===== src/rtl/seq_pattern_tx_pkg.sv =====
// Shared definitions for the serial pattern transmitter and its companion benches:
// FSM state encoding, default widths and the effective-length rule.
package seq_pattern_tx_pkg;

    localparam int unsigned DEF_PAT_W = 4;
    localparam int unsigned DEF_LEN_W = 3;
    localparam int unsigned DEF_REP_W = 4;
    localparam int unsigned DEF_GAP_W = 3;

    typedef enum logic [1:0] {
        IDLE  = 2'd0,
        SHIFT = 2'd1,
        GAP   = 2'd2,
        DONE  = 2'd3
    } tx_state_t;

    // A length of 0, or one larger than the pattern register, means "use the full register".
    function automatic int unsigned effective_len(input int unsigned len, input int unsigned pat_w);
        return ((len == 0) || (len > pat_w)) ? pat_w : len;
    endfunction

endpackage


===== src/rtl/seq_pattern_tx_piso.sv =====
// Parallel-in serial-out shift register, MSB first, with load, shift enable and
// asynchronous active-low clear. msb_next exposes the bit that will sit in the MSB
// after the coming edge so the caller can register it as its serial output.
module seq_piso
    import seq_pattern_tx_pkg::*;
#(
    parameter int unsigned W = DEF_PAT_W
) (
    input  logic         clock,
    input  logic         clear_n,
    input  logic         load,
    input  logic         shift_en,
    input  logic [W-1:0] load_data,
    output logic         msb_next
);

    logic [W-1:0] data_q;
    logic [W-1:0] data_d;

    // Next shift-register contents: load has priority over shifting.
    always_comb begin
        data_d = data_q;
        if (load) begin
            data_d = load_data;
        end else if (shift_en) begin
            data_d = data_q << 1;
        end
        msb_next = data_d[W-1];
    end

    // Shift-register storage.
    always_ff @(posedge clock or negedge clear_n) begin
        if (!clear_n) begin
            data_q <= '0;
        end else begin
            data_q <= data_d;
        end
    end

endmodule


===== src/rtl/seq_pattern_tx.sv =====
// Serial bit-pattern transmitter. Captures up to PAT_W bits on a start pulse and
// sends them MSB first on seq_out, repeat_cnt+1 times, with gap_cycles idle
// cycles between copies. All outputs are registered from the next-state values.
module seq_pattern_tx
    import seq_pattern_tx_pkg::*;
#(
    parameter int unsigned PAT_W = DEF_PAT_W,
    parameter int unsigned LEN_W = DEF_LEN_W,
    parameter int unsigned REP_W = DEF_REP_W,
    parameter int unsigned GAP_W = DEF_GAP_W
) (
    input  logic             clock,
    input  logic             reset_n,
    input  logic             start,
    input  logic [PAT_W-1:0] pattern,
    input  logic [LEN_W-1:0] pat_len,
    input  logic [REP_W-1:0] repeat_cnt,
    input  logic [GAP_W-1:0] gap_cycles,
    output logic             seq_out,
    output logic             seq_valid,
    output logic             busy,
    output logic             done
);

    tx_state_t        state;
    tx_state_t        state_n;

    logic [PAT_W-1:0] pat_q;
    logic [LEN_W-1:0] len_q;
    logic [REP_W-1:0] rep_q;
    logic [GAP_W-1:0] gap_q;
    logic [LEN_W-1:0] bit_cnt;
    logic [GAP_W-1:0] gap_cnt;

    logic [LEN_W-1:0] len_in;
    logic             last_bit;
    logic             more_copies;
    logic             gap_last;

    logic             accept;
    logic             reload;
    logic             shift_en;
    logic             piso_load;
    logic [PAT_W-1:0] load_data;
    logic             piso_msb_next;

    logic             seq_out_d;
    logic             seq_valid_d;
    logic             busy_d;
    logic             done_d;

    assign len_in      = LEN_W'(effective_len(32'(pat_len), PAT_W));
    assign last_bit    = (bit_cnt == LEN_W'(1));
    assign more_copies = (rep_q != '0);
    assign gap_last    = (gap_cnt == GAP_W'(1));

    // State register.
    always_ff @(posedge clock or negedge reset_n) begin
        if (!reset_n) begin
            state <= IDLE;
        end else begin
            state <= state_n;
        end
    end

    // Next-state logic.
    always_comb begin
        state_n = state;
        case (state)
            IDLE: begin
                if (start) begin
                    state_n = SHIFT;
                end
            end
            SHIFT: begin
                if (last_bit) begin
                    if (!more_copies) begin
                        state_n = DONE;
                    end else if (gap_q != '0) begin
                        state_n = GAP;
                    end else begin
                        state_n = SHIFT;
                    end
                end
            end
            GAP: begin
                if (gap_last) begin
                    state_n = SHIFT;
                end
            end
            DONE: begin
                state_n = IDLE;
            end
            default: begin
                state_n = IDLE;
            end
        endcase
    end

    // Datapath controls and next values of the registered outputs.
    always_comb begin
        accept    = (state == IDLE) && start;
        reload    = ((state == SHIFT) && last_bit && more_copies && (gap_q == '0)) ||
                    ((state == GAP) && gap_last);
        shift_en  = (state == SHIFT) && !last_bit;
        piso_load = accept || reload;
        load_data = accept ? (pattern << (PAT_W - 32'(len_in)))
                           : (pat_q << (PAT_W - 32'(len_q)));

        seq_valid_d = (state_n == SHIFT);
        seq_out_d   = seq_valid_d && piso_msb_next;
        busy_d      = (state_n != IDLE);
        done_d      = (state_n == DONE);
    end

    // Latched request, bit/repeat/gap counters and output registers.
    always_ff @(posedge clock or negedge reset_n) begin
        if (!reset_n) begin
            pat_q     <= '0;
            len_q     <= '0;
            rep_q     <= '0;
            gap_q     <= '0;
            bit_cnt   <= '0;
            gap_cnt   <= '0;
            seq_out   <= 1'b0;
            seq_valid <= 1'b0;
            busy      <= 1'b0;
            done      <= 1'b0;
        end else begin
            seq_out   <= seq_out_d;
            seq_valid <= seq_valid_d;
            busy      <= busy_d;
            done      <= done_d;

            if (accept) begin
                pat_q   <= pattern;
                len_q   <= len_in;
                rep_q   <= repeat_cnt;
                gap_q   <= gap_cycles;
                bit_cnt <= len_in;
            end else begin
                if (reload) begin
                    bit_cnt <= len_q;
                end else if (shift_en) begin
                    bit_cnt <= bit_cnt - 1'b1;
                end

                if ((state == SHIFT) && last_bit && more_copies) begin
                    rep_q <= rep_q - 1'b1;
                end

                if ((state == SHIFT) && last_bit && more_copies && (gap_q != '0)) begin
                    gap_cnt <= gap_q;
                end else if ((state == GAP) && !gap_last) begin
                    gap_cnt <= gap_cnt - 1'b1;
                end
            end
        end
    end

    seq_piso #(
        .W(PAT_W)
    ) u_piso (
        .clock     (clock),
        .clear_n   (reset_n),
        .load      (piso_load),
        .shift_en  (shift_en),
        .load_data (load_data),
        .msb_next  (piso_msb_next)
    );

endmodule


===== config.mk =====
export PLATFORM = sky130hd
export DESIGN_NAME = seq_pattern_tx
export DESIGN_NICKNAME = d
export VERILOG_FILES = /design/src/rtl/seq_pattern_tx_pkg.sv /design/src/rtl/seq_pattern_tx_piso.sv /design/src/rtl/seq_pattern_tx.sv
export SDC_FILE = /design/constraint.sdc
export NUM_CORES = 1
export LEC_CHECK = 0
export ABC_AREA = 1
export BUFFER_PORTS_ARGS = -buffer_cell sky130_fd_sc_hd__buf_4
export CAP_MARGIN = 20
export CORE_MARGIN = 3
export CORE_UTILIZATION = 40
export DETAILED_ROUTE_END_ITERATION = 10
export GPL_TIMING_DRIVEN = 1
export HOLD_SLACK_MARGIN = 0.05
export PLACE_DENSITY = 0.67
export REMOVE_ABC_BUFFERS = 1
export SLEW_MARGIN = 20
export SYNTH_ARGS = -nofsm -noshare
export SYNTH_HDL_FRONTEND = slang
export SYNTH_SLANG_ARGS = --single-unit

===== constraint.sdc =====
create_clock -name clock -period 1.7 [get_ports clock]
set_input_delay 0.17 -clock clock [delete_from_list [all_inputs] [get_ports clock]]
set_output_delay 0.17 -clock clock [all_outputs]
set_load 0.02 [all_outputs]

==> out/results.ini <==
[layout]
postLayoutCellArea_um2 = 2216
regArea_um2 = 750.7
final_layout_size_suffix_gt1_share_pct = 18.37
diodes = 0
fin_util_pct = 50.20
multi_input_area_um2 = 940.9
syn_to_final_growth_pct = 19.50
num-fill-cells = 437
instances_no_fill = 346
fin_nets = 320

[placed_design]
gp_congestion = 0.8308
place_inst = 337
io_buffers = 20
pre_cts_slack_ns = -0.08630
postPlaceCellArea_um2 = 2097
place_hpwl_mm = 2.919

[synth]
synth_flop_cell = dfrtp_1
yosys_warnings = 0
yosys.cell_count.top_type = nand2_1
synth.area.top_cells = dfrtp_1 (40%), nand2_1 (18%), inv_1 (7.9%)
netlist.area_leader.share_pct = 40.49
synth.cell_area_um2 = 1854
synth_area_per_cell_um2 = 7.077
synth-edff-count = 0
synth_top_area_cell = dfrtp_1
synth_commonest_cells = nand2_1 (91), inv_1 (39), dfrtp_1 (30), nor2_1 (22), o21ai_0 (20)
synthArstFlopShare_pct = 100.0
synth_cell_type_count = 28
synthesis.instances = 262
ys_seq_area_share_pct = 40.49
ys_seq_elements = 30

[global_routing]
grt_pass1_wl_mm = 6.486
grt_util_all_layers_pct = 15.61
grt_pass1_vias = 1524
antenna_found_initial = 0
grt-ovfl-total = 0
grt_max_degree = 31

[floorplanning]
start_util_pct = 42.01
die_x_um = 74.09
rows = 24
dieArea_um2 = 5489
core_area_um2 = 4414
ioPinCount = 21
die_h_um = 74.09

[setup_path]
worstPathRequired_ns = 1.86
cp_max_fo = 3
end_kind = flop
arrival_ns = 1.71
crit_type = reg2reg
startpoint_type = flop

[sta]
skew_ns = 0.002661
slew_headroom_pct = 74.90
hold_viol = 0
worst_hold_slack_ns = 0.08457
slew_viol_final = 0
rsz0062_at_grt = yes
period_minus_slack_ns = 1.550
setup_viol = 0
worstMarginPinSlew_ns = 0.3764
period_share_pct = 91.18
fin_tns_setup_ns = 0
max_freq_mhz = 645.1
postLayoutSetupSlackWorst_ns = 0.1499

[flow_run]
maxCapViolations = 0

[drt]
first_pass_iters = 4
detail-route-antenna-nets = 0
drt-wirelength-per-cell_um = 10.96
vias_per_cell = 4.708
routed_wl_mm = 3.792
route.detailed.drc = 0
drt-initial-drc-count = 63
vias = 1629

[power_and_ir_drop]
power.total_mw = 3.948
vdd_ir_drop_max_mv = 0.4839
power_leakage_nw = 1.199
power_density_nw_per_um2 = 1782

[clock_network]
cts_buffer_depth = 2
clk_latency_ns = 0.28
clk_pin_slew_worst_paths_ns = 0.06
cts_tree = built
cts_made_buffers = 5
root_buffer = clkbuf_8
cts_num_sinks = 30
cts-htree-levels = 2

[run_status]
status = completed

[min_path]
hold_path_class = in2reg

state kept, by name, summed over array words and instances, names as in the netlist:
name	flops
pat_q	4
rep_q	4
u_piso.data_q	4
bit_cnt	3
gap_cnt	3
gap_q	3
len_q	3
state	2
busy	1
done	1
seq_out	1
seq_valid	1
critical path: stages (launching register included):
cell and delay (ns):
dfrtp_1 0.37, inv_1 0.08, ha_1 0.21, nand2_1 0.11, nor2_4 0.06, o31ai_1 0.22, nand2_1 0.10, or2_2 0.28
logic make-up (layout without fill, tap and decap cells):
family,after synthesis,count (layout),synth area share (%)
xor+xnor,2,2,0.9448
compound gates,35,35,10.26
simple gates,138,138,32.12
fa+ha+maj,9,9,6.073
flops,30,30,40.49
buf+inv,48,80,10.12
cell usage in the layout (no fill, tap or decap), types with 2 or more instances in the layout:
| cell type | netlist | final |
|---|---|---|
| nand4_1 | 2 | 2 |
| nand3_1 | 10 | 10 |
| ha_1 | 9 | 9 |
| inv_4 | 2 | 2 |
| o211ai_1 | 2 | 2 |
| clkbuf_8 | 0 | 5 |
| nand2_2 | 2 | 4 |
| inv_2 | 5 | 6 |
| nand2_4 | 2 | 2 |
| nor2_4 | 1 | 4 |
| clkbuf_1 | 0 | 2 |
| o21ai_0 | 20 | 20 |
| o21ai_1 | 2 | 2 |
| inv_1 | 39 | 38 |
| dfrtp_1 | 30 | 30 |
| nand2_1 | 91 | 89 |
| xor2_1 | 2 | 2 |
| o22ai_1 | 2 | 2 |
| a21oi_1 | 6 | 6 |
| nor2_1 | 22 | 20 |
| nor2_2 | 3 | 2 |
| buf_4 | 0 | 26 |
where the power goes:
| group | internal (mW) | switching (mW) | total (mW) |
|---|---|---|---|
| clock network | 0.281 | 0.251 | 0.532 |
| registers | 1.06 | 0.223 | 1.29 |
| logic | 0.802 | 1.33 | 2.13 |
| total | 2.15 | 1.80 | 3.95 |
layer usage:
layer	wire [µm]	global-route usage, %
met1	1769	18.70
met2	1797	26.18
met3	136	4.054
met4	89	7.243
met5	0	0
cell type report:
type                            instances  share of cell area (%)
Multi-Input combinational cell        184                   42.46
Tap cell                               52                   2.936
Timing Repair Buffer                   27                   9.260
Clock buffer                            7                   3.444
Inverter                               46                   8.018
Sequential cell                        30                   33.88
repair_timing:
| action | CTS | global route |
|---|---|---|
| endpoints found under the setup margin | 0 | 14 |
| buffers inserted | 0 | 1 |
| resized for setup | 0 | 8 |
| hold buffers | 1 | 0 |
| endpoints found under the hold margin | 30 | 0 |
final timing paths:
kind                       cells past startpoint          start  slack (ns)    endpoint
setup reg to reg                               7       rep_q[0]        0.15        busy
hold / removal                                 3  gap_cycles[0]        0.08    gap_q[0]
max in group asynchronous                      2        reset_n        1.07  bit_cnt[0]
min in group asynchronous                      2        reset_n        0.35    gap_q[0]
hold reg to reg                                2     bit_cnt[1]        0.49  bit_cnt[1]
setup / recovery                               7       rep_q[0]        0.15        busy
Note: power is estimated with default switching activity, not from simulation.
